## config.mk

```make
export PLATFORM = sky130hd
export DESIGN_NAME = dma_master
export DESIGN_NICKNAME = d
export VERILOG_FILES = /design/src/rtl/dma_pkg.sv /design/src/rtl/dma_buf.sv /design/src/rtl/dma_master.sv
export SDC_FILE = /design/constraint.sdc
export NUM_CORES = 1
export LEC_CHECK = 0
export ABC_AREA = 1
export BUFFER_PORTS_ARGS = -buffer_cell sky130_fd_sc_hd__buf_2
export CAP_MARGIN = 20
export CORE_MARGIN = 5
export CORE_UTILIZATION = 35
export DETAILED_ROUTE_END_ITERATION = 10
export HOLD_SLACK_MARGIN = 0.03
export RECOVER_POWER = 25
export SKIP_LAST_GASP = 1
export SLEW_MARGIN = 20
export SYNTH_ARGS = -nofsm -noshare
export SYNTH_HDL_FRONTEND = slang
export SYNTH_SLANG_ARGS = --single-unit
export TNS_END_PERCENT = 30
```

## constraint.sdc

```tcl
create_clock -name clk -period 7.3 [get_ports clk]
set_input_delay 0.73 -clock clk [delete_from_list [all_inputs] [get_ports clk]]
set_output_delay 0.73 -clock clk [all_outputs]
set_load 0.01 [all_outputs]
```

## src/rtl/dma_pkg.sv

```systemverilog
// Shared types and constants for the single-channel DMA bus master.
package dma_pkg;

    localparam int unsigned ADDR_W        = 16;
    localparam int unsigned DATA_W        = 64;
    localparam int unsigned BUF_DEPTH_DEF = 4;
    localparam int unsigned LEN_W_DEF     = 16;

    localparam logic [2:0] ST_IDLE   = 3'd0;
    localparam logic [2:0] ST_REQ    = 3'd1;
    localparam logic [2:0] ST_READ   = 3'd2;
    localparam logic [2:0] ST_RDRAIN = 3'd3;
    localparam logic [2:0] ST_WRITE  = 3'd4;
    localparam logic [2:0] ST_DONE   = 3'd5;

    typedef enum logic [2:0] {
        S_IDLE   = ST_IDLE,
        S_REQ    = ST_REQ,
        S_READ   = ST_READ,
        S_RDRAIN = ST_RDRAIN,
        S_WRITE  = ST_WRITE,
        S_DONE   = ST_DONE
    } state_e;

endpackage

```

## src/rtl/dma_buf.sv

```systemverilog
// Burst buffer: register file with one synchronous write port and one
// combinational read port. Contents are not reset.
module dma_buf
    import dma_pkg::*;
#(
    parameter int unsigned DEPTH = BUF_DEPTH_DEF,
    parameter int unsigned DW    = DATA_W,
    parameter int unsigned IDX_W = $clog2(DEPTH)
) (
    input  logic             clk,
    input  logic             we_i,
    input  logic [IDX_W-1:0] waddr_i,
    input  logic [DW-1:0]    wdata_i,
    input  logic [IDX_W-1:0] raddr_i,
    output logic [DW-1:0]    rdata_o
);

    logic [DW-1:0] mem_q [DEPTH];

    // Capture one word per enabled cycle.
    always_ff @(posedge clk) begin
        if (we_i) begin
            mem_q[waddr_i] <= wdata_i;
        end
    end

    assign rdata_o = mem_q[raddr_i];

endmodule

```

## src/rtl/dma_master.sv

```systemverilog
// Single-channel DMA master: reads bursts of up to BUF_DEPTH words into a
// local buffer and writes them to the destination until the job is done.
module dma_master
    import dma_pkg::*;
#(
    parameter int unsigned BUF_DEPTH = BUF_DEPTH_DEF,
    parameter int unsigned LEN_W     = LEN_W_DEF
) (
    input  logic              clk,
    input  logic              reset_n,
    input  logic              start,
    input  logic [ADDR_W-1:0] src_addr,
    input  logic [ADDR_W-1:0] dst_addr,
    input  logic [LEN_W-1:0]  length,
    output logic              busy,
    output logic              done,
    output logic              err,
    output logic              m_req,
    output logic              m_wr,
    output logic [ADDR_W-1:0] m_addr,
    output logic [DATA_W-1:0] m_dout,
    input  logic              m_grant,
    input  logic [DATA_W-1:0] m_din
);

    localparam int unsigned IDX_W = $clog2(BUF_DEPTH);
    localparam int unsigned CNT_W = IDX_W + 1;

    state_e            state_q, state_d;
    logic [ADDR_W-1:0] src_ptr_q, src_ptr_d;
    logic [ADDR_W-1:0] dst_ptr_q, dst_ptr_d;
    logic [LEN_W-1:0]  rem_q, rem_d;
    logic [CNT_W-1:0]  burst_q, burst_d;
    // Words issued so far in the current READ or WRITE phase.
    logic [CNT_W-1:0]  cnt_q, cnt_d;
    logic              err_q, err_d;
    logic              busy_q, busy_d;
    logic              done_q, done_d;
    logic              m_req_q, m_req_d;
    logic              m_wr_q, m_wr_d;
    logic [ADDR_W-1:0] m_addr_q, m_addr_d;
    logic [DATA_W-1:0] m_dout_q, m_dout_d;

    logic              buf_we;
    logic [IDX_W-1:0]  buf_waddr;
    logic [IDX_W-1:0]  buf_raddr;
    logic [DATA_W-1:0] buf_rdata;
    logic [DATA_W-1:0] wr_word;

    function automatic logic [CNT_W-1:0] clamp_burst(input logic [LEN_W-1:0] rem);
        if (rem < LEN_W'(BUF_DEPTH)) begin
            return CNT_W'(rem);
        end
        return CNT_W'(BUF_DEPTH);
    endfunction

    dma_buf #(
        .DEPTH (BUF_DEPTH),
        .DW    (DATA_W),
        .IDX_W (IDX_W)
    ) u_buf (
        .clk     (clk),
        .we_i    (buf_we),
        .waddr_i (buf_waddr),
        .wdata_i (m_din),
        .raddr_i (buf_raddr),
        .rdata_o (buf_rdata)
    );

    // A one-word burst reads the slot being captured in the same cycle.
    assign wr_word = (buf_we && (buf_waddr == buf_raddr)) ? m_din : buf_rdata;

    // Buffer port steering: capture read data one cycle behind each issue.
    always_comb begin
        buf_we    = 1'b0;
        buf_waddr = '0;
        buf_raddr = IDX_W'(cnt_q);
        if (state_q == S_READ) begin
            buf_we    = m_grant && (cnt_q >= CNT_W'(2));
            buf_waddr = IDX_W'(cnt_q - CNT_W'(2));
        end else if (state_q == S_RDRAIN) begin
            buf_we    = m_grant;
            buf_waddr = IDX_W'(cnt_q - CNT_W'(1));
            buf_raddr = '0;
        end
    end

    // Next-state and next-output logic.
    always_comb begin
        state_d   = state_q;
        src_ptr_d = src_ptr_q;
        dst_ptr_d = dst_ptr_q;
        rem_d     = rem_q;
        burst_d   = burst_q;
        cnt_d     = cnt_q;
        err_d     = err_q;
        m_wr_d    = 1'b0;
        m_addr_d  = '0;
        m_dout_d  = '0;

        case (state_q)
            S_IDLE: begin
                if (start) begin
                    err_d = 1'b0;
                    if (length != '0) begin
                        state_d   = S_REQ;
                        src_ptr_d = src_addr;
                        dst_ptr_d = dst_addr;
                        rem_d     = length;
                    end else begin
                        state_d = S_DONE;
                    end
                end
            end
            S_REQ: begin
                if (m_grant) begin
                    state_d   = S_READ;
                    burst_d   = clamp_burst(rem_q);
                    m_addr_d  = src_ptr_q;
                    src_ptr_d = src_ptr_q + ADDR_W'(1);
                    cnt_d     = CNT_W'(1);
                end
            end
            S_READ: begin
                if (!m_grant) begin
                    err_d   = 1'b1;
                    state_d = S_DONE;
                end else if (cnt_q < burst_q) begin
                    m_addr_d  = src_ptr_q;
                    src_ptr_d = src_ptr_q + ADDR_W'(1);
                    cnt_d     = cnt_q + CNT_W'(1);
                end else begin
                    state_d  = S_RDRAIN;
                    m_addr_d = m_addr_q;
                end
            end
            S_RDRAIN: begin
                if (!m_grant) begin
                    err_d   = 1'b1;
                    state_d = S_DONE;
                end else begin
                    state_d   = S_WRITE;
                    m_wr_d    = 1'b1;
                    m_addr_d  = dst_ptr_q;
                    m_dout_d  = wr_word;
                    dst_ptr_d = dst_ptr_q + ADDR_W'(1);
                    cnt_d     = CNT_W'(1);
                end
            end
            S_WRITE: begin
                if (!m_grant) begin
                    err_d   = 1'b1;
                    state_d = S_DONE;
                end else if (cnt_q < burst_q) begin
                    m_wr_d    = 1'b1;
                    m_addr_d  = dst_ptr_q;
                    m_dout_d  = wr_word;
                    dst_ptr_d = dst_ptr_q + ADDR_W'(1);
                    cnt_d     = cnt_q + CNT_W'(1);
                end else begin
                    rem_d = rem_q - LEN_W'(burst_q);
                    if (rem_d != '0) begin
                        state_d   = S_READ;
                        burst_d   = clamp_burst(rem_d);
                        m_addr_d  = src_ptr_q;
                        src_ptr_d = src_ptr_q + ADDR_W'(1);
                        cnt_d     = CNT_W'(1);
                    end else begin
                        state_d = S_DONE;
                    end
                end
            end
            S_DONE: begin
                state_d = S_IDLE;
            end
            default: begin
                state_d = S_IDLE;
            end
        endcase

        m_req_d = (state_d == S_REQ) || (state_d == S_READ) ||
                  (state_d == S_RDRAIN) || (state_d == S_WRITE);
        busy_d  = (state_d != S_IDLE);
        done_d  = (state_d == S_DONE);
    end

    // State and registered outputs with synchronous active-low reset.
    always_ff @(posedge clk) begin
        if (!reset_n) begin
            state_q   <= S_IDLE;
            src_ptr_q <= '0;
            dst_ptr_q <= '0;
            rem_q     <= '0;
            burst_q   <= '0;
            cnt_q     <= '0;
            err_q     <= 1'b0;
            busy_q    <= 1'b0;
            done_q    <= 1'b0;
            m_req_q   <= 1'b0;
            m_wr_q    <= 1'b0;
            m_addr_q  <= '0;
            m_dout_q  <= '0;
        end else begin
            state_q   <= state_d;
            src_ptr_q <= src_ptr_d;
            dst_ptr_q <= dst_ptr_d;
            rem_q     <= rem_d;
            burst_q   <= burst_d;
            cnt_q     <= cnt_d;
            err_q     <= err_d;
            busy_q    <= busy_d;
            done_q    <= done_d;
            m_req_q   <= m_req_d;
            m_wr_q    <= m_wr_d;
            m_addr_q  <= m_addr_d;
            m_dout_q  <= m_dout_d;
        end
    end

    assign busy   = busy_q;
    assign done   = done_q;
    assign err    = err_q;
    assign m_req  = m_req_q;
    assign m_wr   = m_wr_q;
    assign m_addr = m_addr_q;
    assign m_dout = m_dout_q;

endmodule

```

## Word-level counts from Yosys, hierarchy flattened

Memory sizes are Yosys's and may differ from the RTL's.
Index checks and enable logic that the tools add are counted.

- Add/sub/neg operators: 6
- Magnitude comparators: 4
- Eq/ne operators: 24
- Muxes and demuxes: 82
- Reduce and logical (&&, ||, !) cells: 23

Operator list:

| operator | number |
|---|---|
| 16-bit two-way mux | 24 |
| 64-bit two-way mux | 4 |
| 16-bit one-hot mux with 4 select lines | 2 |
| 64-bit one-hot mux with 2 select lines | 1 |
| 3-bit two-way mux | 22 |
| 16-bit one-hot mux with 3 select lines | 1 |
| 16-bit by 1-bit adder with 16-bit output (second input constant) | 2 |
| 16-bit by 3-bit < comparator with 1-bit output (second input constant) | 2 |
| 16-bit one-hot mux with 2 select lines | 1 |
| 16-bit nonzero test | 2 |
| 2-bit inequality test (second input constant) | 10 |
| 1-bit two-way mux | 18 |
| 16-bit by 3-bit subtractor with 16-bit output | 1 |
| 3-bit one-hot mux with 5 select lines | 1 |
| 3-bit by 2-bit == test with 1-bit output (second input constant) | 4 |
| 6-bit AND reduction | 2 |
| 5-bit AND reduction | 2 |
| 3-bit == test (second input constant) | 3 |
| 3-bit one-hot mux with 3 select lines | 1 |
| 9-bit AND reduction | 1 |
| 3-bit nonzero test | 3 |
| 2-bit two-way mux | 4 |
| 3-bit by 1-bit == test with 1-bit output (second input constant) | 2 |
| 3-bit one-hot mux with 2 select lines | 1 |
| 18 further kinds | 25 |

- Register bits: 142
- Memory bits (writable): 256
- Bits of input ports: 116
- Output and inout bits: 85
- Memories: 1

Memories:

| memory | words | width | read ports | clocked after memory_dff | wr ports | RTL line | text |
|---|---|---|---|---|---|---|---|
| u_buf.mem_q | 4 | 64 | 1 | 0 | 1 | dma_buf.sv:18 | `logic [DW-1:0] mem_q [DEPTH];` |

## Longest topological paths before layout

Gate-level depths: netlist of the first run.

- Depth in word-level cells: 12
- Depth in mapped cells: 20
- Mapped depth without buffers: 20

## Cells and area by module

Synthesis of the first run repeated with hierarchy kept, for this count alone.

- Cells, all modules: 2080
- Area, all modules: 18499.0 um2

Modules (own cells, without submodules):

| module | instances | cells each | area an instance (um2) |
|---|---|---|---|
| dma_buf | 1 | 1010 | 10761.6 |
| dma_master | 1 | 1070 | 7737.4 |

## Worst setup path after synthesis of the first run

OpenSTA, ideal clock, no wires.

- Kind: input -> register
- From: input m_grant
- To: memory u_buf.mem_q[2][0] (netlist bit), enable pin
- Data arrival time: 5.616 ns
- Path slack: 1.119 ns
- Cell stages on the path: 4
- Buffers on the path: 0
- Path through: clkinv_1 nor2_4 a21oi_1 nor3_1

- Word-level cells in the longest chain between the ends: 4

RTL lines:

| element | RTL line | text |
|---|---|---|
| start: declaration | dma_master.sv:22 | `input logic m_grant,` |
| 1-bit two-way mux / 1-bit logical AND (equally long branches) | dma_master.sv:81, dma_master.sv:79 |  |
| 1-bit two-way mux (*) | dma_master.sv:78 | `if (state_q == S_READ) begin` |
| 1-bit two-way mux (*) | dma_buf.sv:22 | `if (we_i) begin` |
| 1-bit two-way mux (not written as such) (*) | dma_buf.sv:23 | `mem_q[waddr_i] <= wdata_i;` |
| end: declaration | dma_buf.sv:18 |  |

Mark *: on every way between the ends. The rest lies on a longest branch, timed or not.

## Worst setup path in the final report of the first run

- From: register cnt_q[0]
- To: register m_dout_q[50], in the netlist m_dout[50]

- Word-level cells in the longest chain between the ends: 9

RTL lines:

| element | RTL line | text |
|---|---|---|
| start: declaration | dma_master.sv:35 | `logic [CNT_W-1:0] cnt_q, cnt_d;` |
| start signal: assignment | dma_master.sv:209 | `cnt_q <= cnt_d;` |
| 2-bit by 1-bit subtractor with 2-bit output | dma_master.sv:83 | `buf_waddr = IDX_W'(cnt_q - CNT_W'(1));` |
| 2-bit two-way mux | dma_master.sv:81 | `end else if (state_q == S_RDRAIN) begin` |
| 2-bit two-way mux | dma_master.sv:78 |  |
| 2-bit == test | dma_master.sv:71 | `assign wr_word = (buf_we && (buf_waddr == buf_raddr)) ? m_din : buf_rdata;` |
| 1-bit logical AND | dma_master.sv:71 |  |
| 64-bit two-way mux | dma_master.sv:71 |  |
| 64-bit two-way mux | dma_master.sv:154 | `end else if (cnt_q < burst_q) begin` |
| 64-bit two-way mux | dma_master.sv:151 | `if (!m_grant) begin` |
| 64-bit one-hot mux with 2 select lines (*) | dma_master.sv:101 | `case (state_q)` |
| end signal: assignment | dma_master.sv:216 | `m_dout_q <= m_dout_d;` |
| end: declaration | dma_master.sv:42 | `logic [DATA_W-1:0] m_dout_q, m_dout_d;` |

Marked as above.
A chain may end at the register's enable or synchronous reset.

==> flow_summary_export.csv, run 1 <==
group,metric,value,unit
synth,async_flop_share,0,%
cells_and_area,drive_gt1_share,15.20,%
drt,wl,47440,um
drt,ant_nets,0,
timing,fmax,0.2619,GHz
flow_run,maxCapViolCount,0,
synth,synthDistinctLibCells,46,
synth,synth-seq-cells,398,
cells_and_area,post-route-util,41.39,%
placed_design,post-dp-hpwl,28890,um
floorplanning,die_y,231.5,um
clock_network,clkSlewWorstSetupHoldPaths,0.06,ns
power_and_ir_drop,total_power,0.005560,W
timing,max_slew_margin,29.17,%
setup_path,reg2reg_from,"cnt_q[0]",
timing,rsz0062_at_grt,"no",
synth,yosys-top-cells-area,"edfxtp_1 (45%), dfxtp_1 (17%), nand2_1 (11%)",
timing,worst_pin_slew,1.062,ns
setup_path,critPathKind,"reg -> reg",
synth,syn_inst,1744,
synth,synth_top_cell_area_share,44.78,%
setup_path,r2r-end,"m_dout[50]",
drt,routed_via_density,5.083,
synth,syn_nets,1870,
timing,slew_viol_final,0,
floorplanning,rows,81,
placed_design,globalplace.congestion,0.8877,
cells_and_area,n_fill_cell,4743,
drt,dr.pass1.iters,5,
synth,synth_commonest_cells,"nand2_1 (484), edfxtp_1 (256), nor2_1 (156)",
synth,yosys.area.top_type,"edfxtp_1",
synth,postSynthAreaPerCell,9.844,um2
clock_network,cts_buffer_depth,3,
setup_path,cp-startpoint,"cnt_q[0]",
setup_path,cp-start-kind,"flip-flop",
setup_path,rr_worst_depth,10,
setup_path,end_kind,"flip-flop",
drt,drc,0,
clock_network,clkSinkCount,398,
timing,fin_skew,0.02620,ns
setup_path,r2r_slack,3.48,ns
run_status,status,"completed",
setup_path,critical_path_peak_fanout,64,
grt,grt_pass1_wl,73000,um
clock_network,cts-resized-gates,0,
clock_network,cts_root_buf,"clkbuf_16",
clock_network,h-tree-depth,2,
floorplanning,core_area,48750,um2
timing,finalSetupViolCount,0,
synth,syn_area,17170,um2
hold_path,whs_path_depth,1,
setup_path,worst_ep_required_time,7.79,ns
setup_path,cp.arrival,4.31,ns
floorplanning,die_x,231.5,um
drt,vias,13271,
cells_and_area,diodes,0,
synth,synth_edf_count,256,
clock_network,post_cts_buffers,0,
timing,period_needed,3.819,ns
floorplanning,pin_count,201,
power_and_ir_drop,p_leak,7.739,nW
clock_network,clk_latency,0.59,ns
grt,grt_max_degree,71,
placed_design,io_buffers,200,
power_and_ir_drop,power_density,275.5,nW/um2
grt,grt-ovfl-total,0,
power_and_ir_drop,ir_worst_vdd,210.5,uV
cells_and_area,fin_nets,2037,
cells_and_area,synthToLayoutAreaGrowth,17.53,%
timing,finalCritPeriodShare,52.31,%
timing,setup_tns,0,ns
hold_path,min_path_type,"in -> reg",
grt,first_global_vias,12770,
floorplanning,initial_utilization,35.22,%
grt,grt_use_total,17.13,%
synth,synthMostInstantiatedCell,"nand2_1",
grt,antenna_found_initial,5,
clock_network,cts_made_buffers,45,
synth,yosys_warnings,0,
synth,synth-main-ff-cell,"edfxtp_1",
clock_network,hold_buffers,0,
drt,wl_per_cell,18.17,um
floorplanning,die_area,53580,um2
clock_network,cts_tree,"built",
drt,drt_iter0_drc,1018,
setup_path,endpoint,"m_dout[50]",
timing,hold_viol,0,
synth,ys_seq_area_share,61.34,%
layout make-up:
cell class | count | area (um2) | area share (%)
Multi-Input combinational cell | 1169 | 5963 | 29.55
Timing Repair Buffer | 216 | 1057 | 5.240
Sequential cell | 398 | 10530 | 52.20
Inverter | 81 | 305.3 | 1.513
Tap cell | 664 | 830.8 | 4.118
Clock buffer | 65 | 1291 | 6.400
Clock inverter | 18 | 197.7 | 0.9798
cells by family (layout without fill, tap and decap cells):
family                   after synthesis  in the layout  share of synthesized area, %
AND/OR/NAND/NOR                      785            785                         19.16
adder cells (fa/ha/maj)               10             10                        0.7726
AO/OA/AOI/OAI                        353            353                         13.38
flip-flops                           398            398                         61.34
XOR/XNOR                              21             21                         1.115
buffers and inverters                177            380                         4.234
stage by stage:
step / hold slack, ns / worst slack [ns] / area (um2) / instances
floorplan: 0.4710 / 1.119 / 17170 / 1744
global route: 0.3806 / 3.049 / 20180 / 2611
CTS: 0.3326 / 3.412 / 20240 / 2611
finish: 0.4017 / 3.481 / 20180 / 2611
detailed placement: 0.4532 / 3.435 / 18750 / 2528
global placement: 0.4508 / 3.553 / 18750 / 2528
layer usage:
| layer | GRT usage [%] | wire [um] |
|---|---|---|
| met4 | 4.978 | 995 |
| met5 | 0 | 67 |
| met1 | 21.78 | 20190 |
| met2 | 29.38 | 23010 |
| met3 | 3.896 | 3177 |
sequential cells by signal, indices dropped and copies added (netlist names), 3 cells and up:
signal,cells
dst_ptr_q,16
m_addr,16
u_buf.mem_q,256
burst_q,3
cnt_q,3
state_q,3
rem_q,16
m_dout,64
src_ptr_q,16
worst max-delay path, cell delays in order (launching register included):
cell	delay [ns]
dfxtp_2	0.96
inv_1	0.31
ha_1	0.29
nor3_1	0.16
inv_1	0.07
a21oi_1	0.35
inv_1	0.15
nand2_4	0.43
buf_4	0.65
nor2_1	0.09
a211oi_1	0.20
worst min path at each step:
stage,start,end,slack (ns)
2_1_floorplan,rem_q[0],rem_q[0],0.47
3_3_place_gp,m_addr[13],m_addr[13],0.45
3_5_place_dp,m_addr[2],m_addr[2],0.45
4_1_cts,m_din[48],u_buf.mem_q[2][48],0.33
5_1_grt,m_din[15],u_buf.mem_q[2][15],0.38
6_report,m_din[49],u_buf.mem_q[1][49],0.40
power breakdown:
| group | total [W] | leakage, nW | internal, W | switching (W) |
|---|---|---|---|---|
| Combinational | 0.000766 | 3.56 | 0.000248 | 0.000517 |
| Clock | 0.00224 | 0.719 | 0.00131 | 0.000927 |
| Sequential | 0.00255 | 3.46 | 0.00246 | 0.0000964 |
cell usage in the layout (no fill, tap or decap), types with 3 or more instances in the layout:
cell type / n
a211oi_1: 48
a21oi_1: 132
a21oi_2: 15
a221oi_1: 7
a31oi_1: 11
a32o_1: 42
a32oi_1: 16
buf_2: 149
buf_4: 16
clkbuf_1: 62
clkbuf_16: 45
clkbuf_8: 9
clkinv_1: 6
clkinv_2: 6
clkinvlp_4: 3
dfxtp_1: 141
edfxtp_1: 256
ha_1: 9
inv_1: 72
inv_2: 6
nand2_1: 482
nand2_2: 11
nand3_1: 83
nand3b_1: 3
nand4_1: 12
nor2_1: 153
nor2_2: 3
nor2_4: 10
nor3_1: 11
o211ai_1: 5
o21ai_0: 64
o21ai_1: 3
o22ai_1: 3
or2_2: 3
xnor2_1: 3
xor2_1: 17
No activity file was read; power rests on OpenSTA's default activity.
==> inputs of run 2 (changes only) <==
==> constraint.sdc (replaced) <==
create_clock -name clk -period 3.12 [get_ports clk]
set_input_delay 0.312 -clock clk [delete_from_list [all_inputs] [get_ports clk]]
set_output_delay 0.312 -clock clk [all_outputs]
set_load 0.01 [all_outputs]
==> flow_summary_export.csv, run 2 (same netlist as run 1, synthesis figures left out) <==
group,metric,value,unit
cells_and_area,regMostFlops,"u_buf.mem_q",
placed_design,post-dp-hpwl,27920,um
setup_path,cp-start-kind,"flip-flop",
timing,fin_skew,0.02664,ns
floorplanning,die_x,231.5,um
drt,drc,0,
clock_network,clkSlewWorstSetupHoldPaths,0.05,ns
timing,finalCritPeriodShare,88.33,%
setup_path,worst_ep_required_time,3.57,ns
floorplanning,initial_utilization,35.22,%
run_status,status,"completed",
timing,fmax,0.3629,GHz
power_and_ir_drop,power.internal,0.009572,W
clock_network,cts_made_buffers,46,
cells_and_area,drive_gt1_share,15.06,%
floorplanning,die_area,53580,um2
cells_and_area,multiInputGateArea,5976,um2
floorplanning,die_y,231.5,um
drt,wl,47430,um
timing,finalSetupViolCount,0,
setup_path,cp.arrival,3.21,ns
setup_path,path_buf_inv,2,
power_and_ir_drop,switchingPower,0.003670,W
setup_path,critPathSlowestCell,"fa_1",
cells_and_area,final_common_cell,"nand2_1",
clock_network,cts-resized-gates,0,
grt,grt_pass1_wl,74720,um
grt,first_global_vias,13498,
timing,worst_pin_slew,1.027,ns
drt,ant_nets,0,
clock_network,cts_tree,"built",
placed_design,io_buffers,200,
clock_network,cts_buffer_depth,3,
floorplanning,core_area,48750,um2
power_and_ir_drop,swShare,27.72,%
power_and_ir_drop,p_seq_share,45.1,%
timing,hold_ws,0.07690,ns
power_and_ir_drop,clock_power_share,40.4,%
cells_and_area,n_fill_cell,4710,
setup_path,critical_path_peak_fanout,24,
setup_path,cpMostUsedCell,"nand2_1",
clock_network,h-tree-depth,2,
setup_path,slowest_delay,0.39,ns
timing,period_needed,2.756,ns
grt,grt_max_degree,129,
setup_path,cp_cell_sequence,"inv_1 > ha_1 > fa_1 > inv_1 > nand2_1 > nand2_1 > xor2_1 > nor2_1 > nand2_1 > nor2_4 > nand3_4 > nor2_4 > nor2_8 > nand2_8 > o21ai_0 > a21oi_1",
flow_run,maxCapViolCount,0,
power_and_ir_drop,power_density,625.2,nW/um2
power_and_ir_drop,ir_worst_vdd,468.8,uV
setup_path,end_kind,"flip-flop",
drt,dr.pass1.iters,5,
floorplanning,pin_count,201,
grt,grt-ovfl-total,0,
clock_network,clk_latency,0.59,ns
power_and_ir_drop,power.share.combinational,14.6,%
setup_path,critPathKind,"reg -> reg",
grt,grt_use_total,17.33,%
timing,max_slew_margin,31.57,%
clock_network,cts_root_buf,"clkbuf_16",
clock_network,clkSinkCount,398,
cells_and_area,post-route-util,43.45,%
floorplanning,rows,81,
cells_and_area,seq_area,10530,um2
timing,rsz0062_at_grt,"no",
timing,slew_viol_final,0,
cells_and_area,instances_no_fill,2703,
cells_and_area,largest_reg_flops,256,
cells_and_area,layout_common_cells,"nand2_1 (482), edfxtp_1 (256), nor2_1 (153), buf_2 (151), dfxtp_1 (141)",
grt,antenna_found_initial,2,
cells_and_area,synthToLayoutAreaGrowth,23.37,%
cells_and_area,fin_nets,2127,
power_and_ir_drop,p_leak,8.185,nW
setup_path,cpLargestDelayFamily,"simple AND/OR/NAND/NOR gates",
drt,wl_per_cell,17.55,um
placed_design,numPlacedInstances,2540,
drt,vias,13542,
hold_path,min_path_type,"in -> reg",
timing,hold_viol,0,
placed_design,globalplace.congestion,0.8780,
drt,routed_via_density,5.010,
drt,drt_iter0_drc,1019,
==> run 2: cell type report <==
class	instances	share of cell area [%]
clock inverter	21	1.300
multi-input combinational	1169	28.21
sequential	398	49.72
inverter	81	1.441
timing repair buffer	305	9.540
clock buffer	64	5.848
tap	664	3.922
antenna	1	0.01181
==> run 2: path summary, 6_finish.rpt <==
kind	from	end	slack [ns]	cells past startpoint
setup / recovery	rem_q[0]	src_ptr_q[8]	0.36	16
hold / removal	dst_addr[0]	dst_ptr_q[0]	0.08	3
setup reg to reg	rem_q[0]	src_ptr_q[8]	0.36	16
hold reg to reg	m_addr[8]	m_addr[8]	0.46	2
==> run 2: per-stage QoR <==
stage	setup slack, ns	cell area, um2	total power, W	TNS [ns]
4_1_cts	0.3558	21240	0.01340	0
2_1_floorplan	-0.2396	17200	0.007338	-30.67
6_report	0.3642	21180	0.01324	0
3_5_place_dp	0.3675	18950	0.007924	0
3_3_place_gp	0.4227	18950	0.007901	0
5_1_grt	0.1005	21180	0.01387	0
==> run 2: layer usage <==
layer	up-vias	share of wire, %	GRT usage [%]
met5	-	0.015	0
met4	2	2.8	5.368
met3	76	5.4	3.210
met2	380	48	29.32
met1	6471	44	22.70
li1	6613	-	-
==> run 2: repair_timing <==
item                                    CTS  global route
setup buffers                             0             0
endpoints found under the setup margin    0             0
hold endpoints to repair                303             0
hold buffers                             77             0
==> run 2: power groups by stage <==
stage,clock [W],sequential [W],combinational (W)
finish,0.00535,0.00597,0.00193
global route,0.00573,0.00598,0.00217
CTS,0.00550,0.00596,0.00194
detailed placement,0,0.00607,0.00185
global placement,0,0.00607,0.00183
floorplan,0,0.00599,0.00135
==> run 2: worst min-delay path: stages <==
cell and delay, ns:
buf_2 0.10, nand2_1 0.10, a31oi_1 0.09
